===== src/rtl/neuron_accum_if.sv =====
`default_nettype none
// ============================================================================
//  Module   : neuron_accum_if
//  Purpose  : Bundles the start/bias request, the synapse beat stream and the
//             result handshake of one neuron accumulator.
//  Ports    : (interface signals)
//             start, bias              - evaluation request and signed bias
//             in_valid/in_ready        - beat handshake
//             in_x, in_w               - binary input and signed weight
//             sum_valid/sum_ready      - result handshake
//             sum_out, sat, busy       - signed result, clamp flag, activity
//  Modports : master - producer side (drives requests and beats)
//             slave  - accumulator side
//  Revision : 1.0 - initial release
// ============================================================================
interface neuron_accum_if #(
    parameter int W_WIDTH   = 6,
    parameter int ACC_WIDTH = 10
) ();
    logic                 start;
    logic [ACC_WIDTH-1:0] bias;
    logic                 in_valid;
    logic                 in_ready;
    logic                 in_x;
    logic [W_WIDTH-1:0]   in_w;
    logic                 sum_valid;
    logic                 sum_ready;
    logic [ACC_WIDTH-1:0] sum_out;
    logic                 sat;
    logic                 busy;

    modport master (
        output start, bias, in_valid, in_x, in_w, sum_ready,
        input  in_ready, sum_valid, sum_out, sat, busy
    );

    modport slave (
        input  start, bias, in_valid, in_x, in_w, sum_ready,
        output in_ready, sum_valid, sum_out, sat, busy
    );
endinterface
`default_nettype wire


===== src/rtl/neuron_accum.sv =====
`default_nettype none
// ============================================================================
//  Module   : neuron_accum
//  Purpose  : Sequential saturating pre-activation accumulator for a single
//             fixed-point neuron. Sums the weights of active inputs onto a
//             bias, one beat per cycle, and holds the result until taken.
//  Ports    : clk  - rising-edge clock
//             rst  - synchronous active-high reset
//             bus  - neuron_accum_if.slave (request, beats, result)
//  Revision : 1.0 - initial release
// ============================================================================
module neuron_accum #(
    parameter int N_INPUTS  = 8,
    parameter int W_WIDTH   = 6,
    parameter int ACC_WIDTH = 10
) (
    input  logic               clk,
    input  logic               rst,
    neuron_accum_if.slave      bus
);
    localparam int CNT_W = $clog2(N_INPUTS) + 1;
    localparam logic [CNT_W-1:0]     CNT_LAST = CNT_W'(N_INPUTS - 1);
    localparam logic [ACC_WIDTH-1:0] ACC_MAX  = {1'b0, {(ACC_WIDTH-1){1'b1}}};
    localparam logic [ACC_WIDTH-1:0] ACC_MIN  = {1'b1, {(ACC_WIDTH-1){1'b0}}};

    typedef enum logic [1:0] {
        ST_IDLE  = 2'd0,
        ST_ACCUM = 2'd1,
        ST_HOLD  = 2'd2
    } state_t;

    state_t               state_q;
    logic [ACC_WIDTH-1:0] acc_q;
    logic [ACC_WIDTH-1:0] acc_d;
    logic [CNT_W-1:0]     cnt_q;
    logic                 sat_q;
    logic [ACC_WIDTH:0]   sum_wide;
    logic                 clamp;

    // One guard bit above the accumulator: overflow shows up as the guard bit
    // disagreeing with the accumulator sign bit, and the guard bit then gives
    // the true sign of the unclamped sum.
    always_comb begin
        sum_wide = {acc_q[ACC_WIDTH-1], acc_q}
                 + {{(ACC_WIDTH+1-W_WIDTH){bus.in_w[W_WIDTH-1]}}, bus.in_w};
        clamp    = sum_wide[ACC_WIDTH] != sum_wide[ACC_WIDTH-1];
        acc_d    = sum_wide[ACC_WIDTH-1:0];
        if (clamp) begin
            acc_d = sum_wide[ACC_WIDTH] ? ACC_MIN : ACC_MAX;
        end
    end

    always_ff @(posedge clk) begin
        if (rst) begin
            state_q <= ST_IDLE;
            acc_q   <= '0;
            cnt_q   <= '0;
            sat_q   <= 1'b0;
        end else begin
            case (state_q)
                ST_IDLE: begin
                    if (bus.start) begin
                        acc_q   <= bus.bias;
                        cnt_q   <= '0;
                        sat_q   <= 1'b0;
                        state_q <= ST_ACCUM;
                    end
                end
                ST_ACCUM: begin
                    // in_ready is high for the whole state, so in_valid alone
                    // qualifies a beat here.
                    if (bus.in_valid) begin
                        if (bus.in_x) begin
                            acc_q <= acc_d;
                            if (clamp) begin
                                sat_q <= 1'b1;
                            end
                        end
                        cnt_q <= cnt_q + 1'b1;
                        if (cnt_q == CNT_LAST) begin
                            state_q <= ST_HOLD;
                        end
                    end
                end
                ST_HOLD: begin
                    if (bus.sum_ready) begin
                        state_q <= ST_IDLE;
                    end
                end
                default: begin
                    state_q <= ST_IDLE;
                end
            endcase
        end
    end

    // Handshake outputs are pure decodes of the state register.
    assign bus.in_ready  = (state_q == ST_ACCUM);
    assign bus.sum_valid = (state_q == ST_HOLD);
    assign bus.busy      = (state_q != ST_IDLE);
    assign bus.sum_out   = acc_q;
    assign bus.sat       = sat_q;
endmodule
`default_nettype wire


===== src/flat_wrapper.sv =====
// flat-port wrapper written by rule: the top's interface ports become plain ports
module neuron_accum_flat 
#(
    parameter int N_INPUTS  = 8,
    parameter int W_WIDTH   = 6,
    parameter int ACC_WIDTH = 10
)
  (clk, rst, bus_start, bus_bias, bus_in_valid, bus_in_x, bus_in_w, bus_sum_ready, bus_in_ready, bus_sum_valid, bus_sum_out, bus_sat, bus_busy);
  neuron_accum_if #(.W_WIDTH(W_WIDTH), .ACC_WIDTH(ACC_WIDTH)) bus_i ();
  input  logic clk;
  input  logic rst;
  input wire logic [$bits(bus_i.start)-1:0] bus_start;
  input wire logic [$bits(bus_i.bias)-1:0] bus_bias;
  input wire logic [$bits(bus_i.in_valid)-1:0] bus_in_valid;
  input wire logic [$bits(bus_i.in_x)-1:0] bus_in_x;
  input wire logic [$bits(bus_i.in_w)-1:0] bus_in_w;
  input wire logic [$bits(bus_i.sum_ready)-1:0] bus_sum_ready;
  output wire logic [$bits(bus_i.in_ready)-1:0] bus_in_ready;
  output wire logic [$bits(bus_i.sum_valid)-1:0] bus_sum_valid;
  output wire logic [$bits(bus_i.sum_out)-1:0] bus_sum_out;
  output wire logic [$bits(bus_i.sat)-1:0] bus_sat;
  output wire logic [$bits(bus_i.busy)-1:0] bus_busy;
  assign bus_i.start = bus_start;
  assign bus_i.bias = bus_bias;
  assign bus_i.in_valid = bus_in_valid;
  assign bus_i.in_x = bus_in_x;
  assign bus_i.in_w = bus_in_w;
  assign bus_i.sum_ready = bus_sum_ready;
  assign bus_in_ready = bus_i.in_ready;
  assign bus_sum_valid = bus_i.sum_valid;
  assign bus_sum_out = bus_i.sum_out;
  assign bus_sat = bus_i.sat;
  assign bus_busy = bus_i.busy;
  neuron_accum #(.N_INPUTS(N_INPUTS), .W_WIDTH(W_WIDTH), .ACC_WIDTH(ACC_WIDTH)) u_core (.clk(clk), .rst(rst), .bus(bus_i));
endmodule

===== config.mk =====
export PLATFORM = sky130hd
export DESIGN_NAME = neuron_accum_flat
export DESIGN_NICKNAME = d
export VERILOG_FILES = /design/src/rtl/neuron_accum_if.sv /design/src/rtl/neuron_accum.sv /design/src/flat_wrapper.sv
export SDC_FILE = /design/constraint.sdc
export NUM_CORES = 1
export LEC_CHECK = 0
export ABC_AREA = 0
export CAP_MARGIN = 20
export CORE_ASPECT_RATIO = 1.25
export CORE_MARGIN = 5
export CORE_UTILIZATION = 44
export DETAILED_ROUTE_END_ITERATION = 6
export PLACE_DENSITY = 0.77
export SYNTH_ARGS = -nofsm -noshare
export SYNTH_HDL_FRONTEND = slang
export SYNTH_SLANG_ARGS = --single-unit

===== constraint.sdc =====
create_clock -name clk -period 2.1 [get_ports clk]
set_input_delay 0.42 -clock clk [delete_from_list [all_inputs] [get_ports clk]]
set_output_delay 0.42 -clock clk [all_outputs]
set_load 0.01 [all_outputs]

* Yosys cells after proc, flatten, opt, wreduce, memory -nomap -nowiden
Index checks and enable logic that the tools add are counted.
** Word-level totals
- Memories kept :: 0
- Latch bits :: 0
- Register bits after elaboration :: 17
- Output and inout bits :: 14
- Input bits :: 22
- Memory bits (read-only) :: 0
- Logic and storage cells :: 42
- Memory bits (writable) :: 0
** Operators by class
- Magnitude comparators :: 0
- Add/subtract/negate cells :: 2
- Bitwise logic cells :: 0
- Reductions and logical operators :: 7
- Divide/modulo/power cells :: 0
- Multiplexer cells :: 19
- Shift-type cells :: 0
- Equal/unequal tests :: 10
- Multiply operators :: 0
** Operators by type and width (number)
- 2-to-1 mux 10 bit :: 5
- one-hot mux 10 bit (2 select lines) :: 1
- adder 10 x 6 -> 11 bit :: 1
- 2-to-1 mux 2 bit :: 4
- 2-to-1 mux 4 bit :: 2
- != test 2 bit, second input constant :: 4
- one-hot mux 4 bit (2 select lines) :: 1
- AND reduction 4 bit :: 2
- one-hot mux 2 bit (3 select lines) :: 1
- AND reduction 5 bit :: 1
- adder 4 x 1 -> 4 bit, second input constant :: 1
- == test 4 x 3 -> 1 bit, second input constant :: 1
- 2-to-1 mux 1 bit :: 4
- != test 2 x 1 -> 1 bit, second input constant :: 2
- nonzero test 2 bit :: 2
- AND reduction 3 bit :: 1
- == test 2 x 1 -> 1 bit, second input constant :: 1
- == test 2 bit, second input constant :: 1
- logical NOT 2 bit :: 1
- one-hot mux 1 bit (2 select lines) :: 1
- != test 1 bit :: 1

* Longest topological paths before layout
- Word-level depth :: 6
- Gate-level depth with buffers :: 9

* Least setup slack after synthesis
No wires, ideal clock.
- Kind :: input to register
- Start point :: input port bus_in_w[0]
- End point :: register u_core.acc_q[1], in the netlist u_core.bus.sum_out[1]
- Arrival :: 2190 ps
- Buffers on the path :: 0
- Cell stages on the path :: 9
- Slack :: -181 ps
- Data required time :: 2009 ps
- Cells stage by stage :: ha_1 -> inv_1 -> fa_1 -> nand2b_1 -> a21oi_2 -> o211ai_1 -> a211oi_2 -> o311ai_1 -> a311oi_1
** Between the ends
- Longest elaborated chain between the ends :: 6
- Elaborated cells on any way between the ends :: 7
** RTL lines
- start, declared :: RTL line flat_wrapper.sv:16 : input wire logic [$bits(bus_i.in_w)-1:0] bus_in_w;
- adder 10 x 6 -> 11 bit (*) :: RTL line neuron_accum.sv:45 : + {{(ACC_WIDTH+1-W_WIDTH){bus.in_w[W_WIDTH-1]}}, bus.in_w};
- 2-to-1 mux 10 bit / != test 1 bit (equally long branches) :: RTL line neuron_accum.sv:49, neuron_accum.sv:46
- 2-to-1 mux 10 bit (*) :: RTL line neuron_accum.sv:48 : if (clamp) begin
- 2-to-1 mux 10 bit (*) :: RTL line neuron_accum.sv:73 : if (bus.in_x) begin
- 2-to-1 mux 10 bit (*) :: RTL line neuron_accum.sv:72 : if (bus.in_valid) begin
- one-hot mux 10 bit (2 select lines) (*) :: RTL line neuron_accum.sv:60 : case (state_q)
- end signal, assigned :: RTL line neuron_accum.sv:63 : acc_q <= bus.bias;
- end, declared :: RTL line neuron_accum.sv:33 : logic [ACC_WIDTH-1:0] acc_q;
Every way passes the cells marked *; elsewhere a longest branch is shown, timed or not. The select of a mux whose other input is x is not followed.
A chain may end at the register's enable or synchronous reset.

* Final worst setup path
- Start point :: register u_core.acc_q[0], in the netlist u_core.bus.sum_out[0]
- End point :: register u_core.acc_q[1], in the netlist u_core.bus.sum_out[1]
** Between the ends
- Longest elaborated chain between the ends :: 6
- Elaborated cells on any way between the ends :: 7
** RTL lines (RTL line)
- adder 10 x 6 -> 11 bit (*) :: neuron_accum.sv:45
- 2-to-1 mux 10 bit / != test 1 bit (equally long branches) :: neuron_accum.sv:49, neuron_accum.sv:46
- 2-to-1 mux 10 bit (*) :: neuron_accum.sv:48
- 2-to-1 mux 10 bit (*) :: neuron_accum.sv:73
- 2-to-1 mux 10 bit (*) :: neuron_accum.sv:72
- one-hot mux 10 bit (2 select lines) (*) :: neuron_accum.sv:60
Marked as above.

==> out/metrics.cfg <==
[synthesis]
yosysWarnings=0
async_flop_share_pct=0
synth_top_family_by_area=simple AND/OR/NAND/NOR gates
syn_inst=183
synthMuxAreaShare_pct=1.41
synthAdderAreaFrac_pct=11.1
yosys.area_share.simple_pct=27.5
synth-edff-count=0
synth_compound_gate_area_share_pct=27.4
ys_types=48
synth_top_area_share_pct=23.9
synth_fp_nets=217
avgSynthCellArea_um2=7.78
syn_area_um2=1420
synth_top_cell_by_area=dfxtp_1
synth_xor_area_share_pct=4.92
ys_seq_elements=17
synth_seq_area_share_pct=23.9
synth-main-ff-cell=dfxtp_1
ys_top_cells_by_area=dfxtp_1 24%, ha_1 9.7%, nor2_1 6.6%

[cts]
clock_path_buffers=2
cts_made_buffers=3
cts_tree=built
clk_latency_ns=0.26
cts.sinks=17
root_buffer=clkbuf_8
cts_hold_buf=0
clk_transition_reported_paths_ns=0.07
htree_levels=1

[pwr]
internal-power_w=0.00106
peakVddDrop_uv=460
p_leak_nw=0.962
combPwrFrac_pct=59.6
clockPowerShare_pct=15.3
powerDensity_nw_per_um2=726
p_sw_share_pct=37.5
switching_power_w=0.000636
seq_power_share_pct=25.1

[flow_run]
drv_cap=0

[cells_and_area]
drive_gt1_share_pct=33.1
syn2layout_area_growth_pct=63.8
insertedDiodeCount=0
nFillCells=240
layout_common_cells=46 x buf_4, 29 x clkdlybuf4s50_1, 25 x nor2_1
final_net_count=298
final_common_cell=buf_4

[worst_setup_path]
cp_cell_sequence=ha_4 -> inv_2 -> fa_2 -> nand2b_4 -> a21oi_4 -> o211ai_1 -> buf_4 -> o211ai_1 -> o311ai_1 -> a311oi_1
endpoint=u_core.bus.sum_out[1]
crit_slowest_cell=dfxtp_2
reg2reg_depth=10
r2r-end=u_core.bus.sum_out[1]
crit_fanout=4
endpoint_kind=flip-flop
r2r_setup_slack_ns=-0.12
crit_arrival_ns=2.40
start_kind=flip-flop
cpMostUsedCell=o211ai_1
critical_path.startpoint=u_core.bus.sum_out[0]
crit_required_ns=2.27
max_stage_delay_ns=0.36
setup.worst_path.class=reg -> reg
r2r-start=u_core.bus.sum_out[0]

[sta]
worst_slack_ns=-0.125
tightest_slew_ns=0.458
max_slew_margin_pct=69.3
setup_viol=9
maxSlewViolCount=0
clock_skew_ns=0.000886
clock.fmax_mhz=450
holdWs_ns=0.454
grt_setup_unrepaired=yes
period_needed_ns=2.22
fin_crit_sh_pct=106
final_hold_viol_count=0

[grt]
first_global_vias=1730
grt_pass1_wl_um=7690
grt_antenna_before_repair=0
grt_overflow=0
grt_max_degree=16
gr-usage-all-layers_pct=22.6

[routing]
dr.first_iter.drc_count=77
antenna_left=0
drtPass1Iterations=4
drcViolationCount=0
post_drt_wl_per_cell_um=15.7
dr_total_vias=1671
vias_per_cell=5.57
finalWirelength_um=4720

[die]
die_x_um=60.9
coreArea_um2=3170
fp.dieH_um=73.6
io_pins=36
row_count=23
initial_core_util_pct=45.0
dieArea_um2=4480

[placement]
pre_cts_ws_ns=-0.800
portBuffers=35
hpwlAfterDp_um=3340
gp_congestion=0.838

[worst_hold_path]
hp-class=reg -> reg

[run_status]
status=finished, violations left
violations=setup timing

## registers in the layout, indices dropped and copies added, names as in the netlist
name and flops:
u_core.state_q 2, u_core.cnt_q 4, u_core.bus.sum_out 10, u_core.bus.sat 1
## layer usage
| metal | share of wire [%] | vias to the layer above | global-route usage (%) |
|---|---|---|---|
| met3 | 4.8 | 7 | 2.64 |
| met2 | 55 | 54 | 41.7 |
| met5 | 0 | - | 0 |
| met4 | 1.8 | 0 | 7.47 |
| li1 | - | 825 | - |
| met1 | 39 | 785 | 26.0 |
## per-stage QoR
step	TNS, ns	cell area, um^2	utilization (%)	instances	power (W)
6_report	-0.734	2330	73.7	300	0.00169
5_1_grt	-1.49	2330	73.7	300	0.00180
4_1_cts	-0.104	2280	71.9	298	0.00163
3_5_place_dp	-7.72	2120	66.9	285	0.00130
3_3_place_gp	-7.08	2120	66.9	285	0.00129
2_1_floorplan	-0.380	1490	-	183	0.000910
## repair_timing
action,4_1_cts,5_1_grt
buffers inserted,12,2
endpoints found under the hold margin,0,0
pin swaps,20,13
resized for setup,23,11
endpoints found under the setup margin,11,12
## power groups by stage
stage / Clock (W) / Combinational (W) / Sequential (W)
floorplan: 0 / 0.000468 / 0.000442
global placement: 0 / 0.000864 / 0.000425
detailed placement: 0 / 0.000871 / 0.000426
CTS: 0.000261 / 0.000951 / 0.000422
global route: 0.000274 / 0.00109 / 0.000430
finish: 0.000259 / 0.00101 / 0.000425
## cell usage after synthesis (4+ instances only)
library cell,count
a21oi_1,9
o21ai_0,10
o211ai_1,7
nor2_1,25
nand2_1,17
xnor2_1,5
inv_1,7
nand2b_1,8
ha_1,11
nor2b_1,4
a21oi_2,4
nand3_1,8
dfxtp_1,17
## cell families after synthesis
| kind of cell | count (synthesis) |
|---|---|
| buffers and inverters | 12 |
| multiplexers | 2 |
| flip-flops | 17 |
| XOR/XNOR | 8 |
| AND/OR/NAND/NOR | 79 |
| adder cells (fa/ha/maj) | 12 |
| AO/OA/AOI/OAI | 53 |
## worst min-delay path by stage
stage | start | endpoint | cells past startpoint
3_5_place_dp | u_core.bus.sat | u_core.bus.sat | 2
5_1_grt | u_core.bus.sat | u_core.bus.sat | 2
3_3_place_gp | u_core.bus.sat | u_core.bus.sat | 2
6_report | u_core.bus.sat | u_core.bus.sat | 2
4_1_cts | u_core.bus.sat | u_core.bus.sat | 2
2_1_floorplan | u_core.cnt_q[1] | u_core.cnt_q[1] | 2
## layout make-up
class | count | area, um^2 | area share, %
multi-input combinational | 154 | 1180 | 50.8
tap | 37 | 46.3 | 1.98
timing repair buffer | 81 | 682 | 29.2
sequential | 17 | 347 | 14.9
clock inverter | 1 | 5.00 | 0.215
clock buffer | 3 | 41.3 | 1.77
inverter | 7 | 26.3 | 1.13
## worst max-delay path, delay by kind of cell, from the launching register on
| kind | cells | cell delay, ns |
|---|---|---|
| AO/OA/AOI/OAI | 5 | 0.94 |
| adder cells (fa/ha/maj) | 2 | 0.47 |
| buffers and inverters | 2 | 0.19 |
| flip-flops | 1 | 0.36 |
| AND/OR/NAND/NOR | 1 | 0.17 |
Power figures use the tool's default switching activity.
